### config.mk
export PLATFORM = sky130hd
export DESIGN_NAME = pwm_gen
export DESIGN_NICKNAME = d
export VERILOG_FILES = /design/src/rtl/pwm_gen_pkg.sv /design/src/rtl/pwm_gen_tick_gen.sv /design/src/rtl/pwm_gen.sv
export SDC_FILE = /design/constraint.sdc
export NUM_CORES = 1
export LEC_CHECK = 0
export CORE_UTILIZATION = 53
export DETAILED_ROUTE_END_ITERATION = 16
export MAX_ROUTING_LAYER = met4
export PLACE_DENSITY = 0.8
export SLEW_MARGIN = 20
export SYNTH_ARGS = -nofsm -noshare
export SYNTH_HDL_FRONTEND = slang
export SYNTH_SLANG_ARGS = --single-unit
### constraint.sdc
create_clock -name clk -period 2 [get_ports clk]
set_input_delay 0.3 -clock clk [delete_from_list [all_inputs] [get_ports clk]]
set_output_delay 0.3 -clock clk [all_outputs]
set_load 0.01 [all_outputs]
### src/rtl/pwm_gen_pkg.sv
// -----------------------------------------------------------------------------
// pwm_gen_pkg
//
// Purpose : Shared defaults and elaboration-time helpers for the PWM
//           generator and its tick prescaler.
//
// Contents:
//   PWM_DEFAULT_WIDTH    - default bit width of the level / period counter
//   PWM_DEFAULT_PRESCALE - default clocks per counter tick (1 = no division)
//   pwm_max()            - largest counter value for a given width (2^w - 1)
//   tick_cnt_width()     - bits needed for a prescale counter, never below 1
// -----------------------------------------------------------------------------
package pwm_gen_pkg;

    localparam int unsigned PWM_DEFAULT_WIDTH    = 8;
    localparam int unsigned PWM_DEFAULT_PRESCALE = 1;

    // All-ones value for a counter of w bits; one period lasts this many ticks.
    function automatic int unsigned pwm_max(input int unsigned w);
        return (32'd1 << w) - 32'd1;
    endfunction

    // Width of a counter that must hold 0 .. n-1.
    function automatic int unsigned tick_cnt_width(input int unsigned n);
        return (n <= 2) ? 1 : $clog2(n);
    endfunction

endpackage : pwm_gen_pkg

### src/rtl/pwm_gen_tick_gen.sv
// -----------------------------------------------------------------------------
// tick_gen
//
// Purpose : Clock-enable strobe generator. Divides clk by `prescale` and
//           asserts `tick` for one cycle out of every `prescale`. Also meant
//           for the debounce sample strobe.
//
// Parameters:
//   prescale - clocks per tick, >= 1. A value of 1 ties tick high and
//              removes the counter entirely.
//
// Ports:
//   clk   in  system clock, rising edge
//   reset in  asynchronous, active-high; restarts the divider at 0
//   tick  out combinational strobe, high while the divider sits on its last
//             count (pre == prescale-1)
// -----------------------------------------------------------------------------
module tick_gen
    import pwm_gen_pkg::*;
#(
    parameter int unsigned prescale = PWM_DEFAULT_PRESCALE
) (
    input  logic clk,
    input  logic reset,
    output logic tick
);

    if (prescale <= 1) begin : g_bypass

        // No division: every clock is a tick. clk and reset are still ports
        // so all instances share one interface.
        logic unused_inputs;
        assign unused_inputs = clk ^ reset;
        assign tick          = 1'b1;

    end else begin : g_divider

        localparam int unsigned PW = tick_cnt_width(prescale);
        localparam logic [PW-1:0] PRE_LAST = PW'(prescale - 1);

        logic [PW-1:0] pre_q;
        logic [PW-1:0] pre_d;

        // NOTE: every always_comb output gets a default on its first line, so
        // no path through the block can leave it unassigned and infer a latch.
        always_comb begin
            pre_d = pre_q + 1'b1;
            if (pre_q == PRE_LAST) begin
                pre_d = '0;
            end
        end

        // NOTE: state registers use non-blocking assignments so every flop
        // samples values from before the edge, independent of block order.
        always_ff @(posedge clk or posedge reset) begin
            if (reset) begin
                pre_q <= '0;
            end else begin
                pre_q <= pre_d;
            end
        end

        assign tick = (pre_q == PRE_LAST);

    end

endmodule : tick_gen

### src/rtl/pwm_gen.sv
// -----------------------------------------------------------------------------
// pwm_gen
//
// Purpose : Single-channel, double-buffered PWM generator for one LED colour.
//           A free-running period counter is compared against a duty shadow
//           register that is reloaded from `level` only at the period
//           boundary, so a pulse is never torn by a mid-period level change.
//
// Parameters:
//   width    - bits of `level` and of the period counter (MAX = 2^width - 1)
//   prescale - clocks per counter tick, >= 1 (1 = no division)
//   invert   - 1 complements `out`; `period_start` is never inverted
//
// Ports:
//   clk          in  system clock, rising edge
//   reset        in  asynchronous, active-high; clears all state at once
//   level        in  requested duty, sampled only on the wrap tick
//   out          out registered PWM output, (cnt < duty) ^ invert
//   period_start out registered one-clk pulse on the first output cycle of
//                    every period
//
// Timing (prescale = P):
//   period = P * MAX clk, high time = P * duty clk starting with the
//   period_start cycle, first period_start at clk P * MAX + 1 after reset.
// -----------------------------------------------------------------------------
module pwm_gen
    import pwm_gen_pkg::*;
#(
    parameter int unsigned width    = PWM_DEFAULT_WIDTH,
    parameter int unsigned prescale = PWM_DEFAULT_PRESCALE,
    parameter bit          invert   = 1'b0
) (
    input  logic             clk,
    input  logic             reset,
    input  logic [width-1:0] level,
    output logic             out,
    output logic             period_start
);

    // MAX itself is never held by the counter, which makes duty = MAX give a
    // compare that is true on every tick (100 % duty).
    localparam logic [width-1:0] MAX      = width'(pwm_max(width));
    localparam logic [width-1:0] CNT_LAST = MAX - 1'b1;

    logic             tick;
    logic             wrap;

    logic [width-1:0] cnt_q;
    logic [width-1:0] cnt_d;
    logic [width-1:0] duty_q;
    logic [width-1:0] duty_d;
    logic             wrap_q;
    logic             out_q;
    logic             out_d;
    logic             period_start_q;
    logic             period_start_d;

    // -------------------------------------------------------------------------
    // Tick prescaler
    // -------------------------------------------------------------------------
    tick_gen #(
        .prescale (prescale)
    ) u_tick_gen (
        .clk   (clk),
        .reset (reset),
        .tick  (tick)
    );

    // -------------------------------------------------------------------------
    // Next-state logic
    // -------------------------------------------------------------------------
    // The wrap tick ends a period: the counter returns to 0 and the shadow
    // duty is reloaded on the same edge, so the new period starts with a
    // consistent (cnt, duty) pair.
    assign wrap = tick && (cnt_q == CNT_LAST);

    always_comb begin
        cnt_d  = cnt_q;
        duty_d = duty_q;
        if (tick) begin
            cnt_d = cnt_q + 1'b1;
        end
        if (wrap) begin
            cnt_d  = '0;
            duty_d = level;
        end
    end

    // out is one clk behind (cnt, duty). period_start is delayed through
    // wrap_q by the same amount so it lines up with the first out value of
    // the new period rather than with the counter reload.
    always_comb begin
        out_d          = (cnt_q < duty_q) ^ invert;
        period_start_d = wrap_q;
    end

    // -------------------------------------------------------------------------
    // State registers
    // -------------------------------------------------------------------------
    always_ff @(posedge clk or posedge reset) begin
        if (reset) begin
            cnt_q          <= '0;
            duty_q         <= '0;
            wrap_q         <= 1'b0;
            out_q          <= invert;
            period_start_q <= 1'b0;
        end else begin
            cnt_q          <= cnt_d;
            duty_q         <= duty_d;
            wrap_q         <= wrap;
            out_q          <= out_d;
            period_start_q <= period_start_d;
        end
    end

    assign out          = out_q;
    assign period_start = period_start_q;

endmodule : pwm_gen

* Yosys cells after proc, flatten, opt, wreduce, memory -nomap -nowiden *
Index checks and enable logic that the tools add are counted.

operators by class
  eq/ne operators = 1
  $lt $le $gt $ge = 1
  add/subtract/negate cells = 1
  multiplexer cells = 1

operator list
  cell                                          number
  adder 8 x 1 -> 8 bit (second input constant)  1
  == test 8 bit (second input constant)         1
  less-than comparator 8 bit                    1
  2-to-1 mux 8 bit                              1

word-level totals
  output and inout bits = 2
  input bits = 10
  register bits = 19

* Depth between registers and ports, before layout *
  depth in word-level cells = 2
  depth in mapped cells = 6
  gate-level depth less buffers = 5

* By module *
Synthesis repeated with hierarchy kept, for this count alone.

unflattened totals
  cells, all modules = 101
  area total of the unflattened synthesis = 1062.3 µm²

by module, submodules not included
  module    times used  cells an instance  area each (µm²)
  pwm_gen   1           99                 1051.0
  tick_gen  1           2                  11.3

* Least setup slack after synthesis *
Ideal clock, no wire load.

  kind = register -> register
  start point = register cnt_q[0]
  end point = register duty_q[0]
  setup slack = 0.544 ns
  clock period less this slack = 1.456 ns
  stages on the path, launching flop included = 7
  required time = 1.875 ns
  arrival = 1.331 ns
  path through = dfrtp_1 > inv_1 > ha_1 > nand4_4 > nor2_4 > buf_12 > mux2_4

between the ends
  longest elaborated chain between the ends = 1

ends and longest elaborated chain
  element                 line            RTL
  start, declared         pwm_gen.sv:48   logic [width-1:0] cnt_q;
  start signal, assigned  pwm_gen.sv:108  cnt_q <= cnt_d;
  == test 8 bit           pwm_gen.sv:75   assign wrap = tick && (cnt_q == CNT_LAST);
  net wrap                pwm_gen.sv:46   logic wrap;
  end signal, assigned    pwm_gen.sv:109  duty_q <= duty_d;
  end, declared           pwm_gen.sv:50   logic [width-1:0] duty_q;

The timed path passes the listed nets, and every way through them passes these cells.
A chain may end at the register's enable or synchronous reset.

* Final worst setup path *
  start point = register cnt_q[0]
  end point = register duty_q[3]

between the ends
  longest elaborated chain between the ends = 1

ends and longest elaborated chain
  element        line
  == test 8 bit  pwm_gen.sv:75

Every way passes these cells.

==> results.ini <==
[outcome]
run_status = finished, final reports clean

[sta]
period_minus_slack_ns = 1.68
whs_ns = 0.304
hold_viol = 0
finalSetupViolCount = 0
fin_crit_sh = 0.840
slew_violations = 0
rsz0062_at_grt = no
worst_slew_pin_slew_ns = 0.406
fmax_mhz = 595
timing.final.ws_setup_ns = 0.320
finClkSkew_ns = 0.00772
max_slew_margin = 0.729
setup_tns_ns = 0

[clock_network]
post-cts-setup-buffers = 0
htreeDepth = 1
clk_path_buf_depth = 2
ctsHoldBuffers = 0
cts_buffers = 3
root_buffer = clkbuf_4
clk_pin_slew_worst_paths_ns = 0.10
clkLatencyLatePin_ns = 0.30
post_cts_resized = 0
cts_tree = yes
cts_sinks = 19

[finish]
fill_cells = 147
layout_commonest_cell = dfrtp_1
diodes = 0
nets = 121
layout-drive-gt1-share = 0.158
final_util = 0.661
syn2layout_area_growth_pct = 15.7
mostFrequentLayoutCells = dfrtp_1 (19), inv_1 (11), clkdlybuf4s50_1 (11)

[place]
pre_cts_slack_ns = 0.315
gp_congestion = 0.895
hpwl_microns = 1290
port_buffers = 11

[power_and_ir_drop]
internal_power_mw = 0.479
switching_share = 0.207
switching_power_mw = 0.125
power.leakage_nw = 0.528
powerDensity_nw_per_um2 = 529
power_frac_seq = 0.636
pwr-share-comb = 0.044
power.share.clock = 0.319
peakVddDrop_mv = 0.415

[grt]
grt_pass1_wl_microns = 2770
track_usage = 0.213
antenna_found_initial = 0
grt_max_degree = 20
grt_overflow = 0
first_global_vias = 627

[hold_path]
worst_hold_path_type = in -> async

[logic_synthesis]
yosys-top-cells-area = dfrtp_1 (48%), ha_1 (11%), mux2_4 (7.6%)
synth_top_area_cell = dfrtp_1
syn_area_sq_um = 986
ys_ff_latch = 19
synthCells = 86
synth_top_area_frac = 0.482
avgSynthCellArea_sq_um = 11.5
ys_warn_count = 0
synth_nets = 105
ys_types = 20
yosysSeqAreaShare = 0.482

[setup_path]
critical_path_class = reg -> reg
arrival_ns = 1.88
cp-start-kind = flip-flop
critPathBufInv = 1
critPathTopFamily = simple AND/OR/NAND/NOR gates
critPathSlowestCell = dfrtp_1
required_ns = 2.20
crit_fanout = 13
cp-end-kind = flip-flop
worstPathCellList = inv_1 -> ha_1 -> nand4_4 -> nor2_4 -> mux2_2
max_stage_delay_ns = 0.44

[detailed_routing]
drt-pass1-iter-count = 4
vias = 677
ant_nets = 0
drt_iter0_drc = 11
vias_per_cell = 5.37
wl_per_cell_microns = 13.7
postRouteWirelength_microns = 1730
route.detailed.drc = 0

[die]
rows = 15
core_area_sq_um = 1730
die_x_microns = 45.1
die_y_microns = 45.1
initial_utilization = 0.571
io_pins = 12
dieArea_sq_um = 2040

[job]
cap_violations = 0

[power groups by stage]
stage	registers, mW	clock network, mW	logic, mW
final	0.384	0.193	0.0268
after global routing	0.384	0.218	0.0296
after CTS	0.384	0.198	0.0274
after detailed placement	0.391	0	0.0273
after global placement	0.391	0	0.0264
after floorplan	0.391	0	0.00605
[per-stage QoR]
| step | instance area, sq um | power, mW | instances |
|---|---|---|---|
| floorplan | 986 | 0.397 | 86 |
| global placement | 1110 | 0.418 | 122 |
| detailed placement | 1110 | 0.419 | 122 |
| CTS | 1140 | 0.609 | 126 |
| global route | 1140 | 0.632 | 126 |
| finish | 1140 | 0.603 | 126 |
[metal layers]
metal  vias to the layer above  share of wire  wire, microns  GRT usage
li1                        325              -              -          -
met1                       323           0.43            743      0.243
met2                        22           0.49            839      0.319
met3                         7          0.050             86     0.0720
met4                         0          0.034             59      0.133
met5                         -              0              0          -
[Yosys cell counts (all sizes together)]
library cell  count
o21ba             1
nand2             5
nor2b             1
xnor2             1
nand4             2
nor2              7
dfrtp            19
o21ai             3
a21oi             7
o211ai            2
ha                9
mux2              9
nand3             5
or3               2
inv              11
buf               1
xor2              1
[registers in the layout, indices dropped and copies added, names as in the netlist]
register        cells
cnt_q               8
out                 1
period_start        1
period_start_d      1
duty_q              8
[final cells by class]
cell class,count,area (sq um),share of cell area
Tap cell,25,31.3,0.0274
Timing Repair Buffer,12,118,0.103
Sequential cell,19,475,0.417
Clock buffer,4,26.3,0.0230
Multi-Input combinational cell,55,449,0.394
Inverter,11,41.3,0.0362
[worst min-delay path, delay by kind of cell]
family                 cells  cell delay [ns]
buffers and inverters      3             0.69
[kinds of logic after synthesis]
kind of cell / synth area share
XOR/XNOR: 0.0178
buffers and inverters: 0.0622
multiplexers: 0.122
AND/OR/NAND/NOR: 0.126
flip-flops: 0.482
adder cells (fa/ha/maj): 0.114
AO/OA/AOI/OAI: 0.0761
[worst paths after layout]
check | to | cells after the start | slack, ns | start
max | duty_q[3] | 5 | 0.32 | cnt_q[0]
min | duty_q[4] | 3 | 0.30 | reset
max reg2reg | duty_q[3] | 5 | 0.32 | cnt_q[0]
min reg2reg | period_start | 0 | 0.36 | period_start_d
max in group asynchronous | cnt_q[6] | 3 | 1.49 | reset
min in group clk | period_start | 0 | 0.36 | period_start_d
(Power assumes the default switching activity.)
==> RTL edit, RTL diff (config.mk and constraints unchanged) <==
Change the parameter `invert` from 1'b0 to 1'b1.
--- a/src/rtl/pwm_gen.sv
+++ b/src/rtl/pwm_gen.sv
@@ -29,5 +29,5 @@
     parameter int unsigned width    = PWM_DEFAULT_WIDTH,
     parameter int unsigned prescale = PWM_DEFAULT_PRESCALE,
-    parameter bit          invert   = 1'b0
+    parameter bit          invert   = 1'b1
 ) (
     input  logic             clk,
Function: changed (a bounded check fails within 4 cycles, from zero or initial values and one cycle with reset high).
==> RTL edit against the unedited design <==
Sequential share of layout area is 0.71 points higher; count of clock-buffer cells in the layout stayed put; area after synthesis is 0.89% lower; wire length is 13% lower; worst setup slack worse by 0.036 ns; final area is 1.4% lower; fmax is 2.1% lower; sequential cell count stayed put; power is 1.9% lower; core utilization is 0.94 points lower; critical path type unchanged; highest routed layer unchanged.
==> RTL edit: results (changes against the unedited design) <==
Layout cells sized above 1 - 14.6% (-1.3 points)
Seq/Total Area, Yosys - 48.8% (+0.56 points)
Lkg Pwr - 0.497 nW (-5.8%)
DRT Wirelength - 1510 um (-13%)
Routed wl met3 - 51 um (-41%)
GP Congestion - 0.795 (-11%)
Outcome - completed
Met2 Track Usage GR - 29.3% (-2.6 points)
Count of non-CTS buffers in the layout - 11 (-1)
Worst-Margin Slew - 0.695 ns (+0.288 ns)
Multi-input gate area - 435 sq um (-3.1%)
Fraction of standard cell area in multi-input logic - 38.7% (-0.65 points)
Vias in the first global route - 590 (-5.9%)
Arrival @ worst endpoint - 1.90 ns (+0.02 ns)
Netlist cell types - 24 (+20%)
Cell area after placement - 1100 sq um (-1.5%)
Synth cell count leaders - 18 x dfrtp_1, 12 x inv_1, 9 x ha_1
Die area - 2020 sq um (-0.84%)
Global-route wire length before repair - 2500 um (-9.5%)
HPWL after detailed placement - 1110 um (-14%)
Worst-path fanout max - 14 (+1)
Nets - 116 (-4.1%)
1st-iter DRT viols - 12 (+1)
Total routing usage reported by global routing - 18.5% (-2.8 points)
Signal buf overhead - 9.79% (-0.52 points)
Filler cells - 148 (+0.68%)
First-pass detailed-route iteration total - 2 (-2)
Met1 GRT Util - 22.6% (-1.7 points)
ClkCell Share - 2.34% (+0.033 points)
#MultiIn Comb - 50 (-9.1%)
Met2 wire length - 747 um (-11%)
Post-synth net total - 101 (-3.8%)
Inverter count - 12 (+1)
Reg2reg setup slack - 0.28 ns (-0.04 ns)
Clock Skews - 0.00633 ns (-0.00139 ns)
Register Area - 477 sq um (+0.26%)
Synth area leaders - dfrtp_1 46%, ha_1 12%, mux2_4 6.1%
Class of the worst hold path - flip-flop to flip-flop
## RTL edit: cell types whose count changed after synthesis, moves of 2 or more
cell      change
a211o_1       +2
o211ai_1      -2
a21oi_1       -4
o31ai_1       +3
nand2_1       -4
a31oi_1       +2
## RTL edit: metrics by stage
stage / hold slack [ns] / power, mW / worst slack [ns] / std cells
2_1_floorplan: 0.250 / 0.397 / 0.502 / 82
3_3_place_gp: 0.344 / 0.416 / 0.338 / 117
3_5_place_dp: 0.338 / 0.417 / 0.270 / 117
4_1_cts: 0.370 / 0.600 / 0.268 / 121
5_1_grt: 0.381 / 0.620 / 0.196 / 121
6_report: 0.366 / 0.592 / 0.284 / 121
## RTL edit: cells by family after synthesis
| group | share of synthesized area, % |
|---|---|
| simple gates | 9.99 |
| flops | 48.8 |
| buf+inv | 6.66 |
| xor+xnor | 2.69 |
| mux | 10.8 |
| fa+ha+maj | 11.5 |
| compound gates | 9.60 |
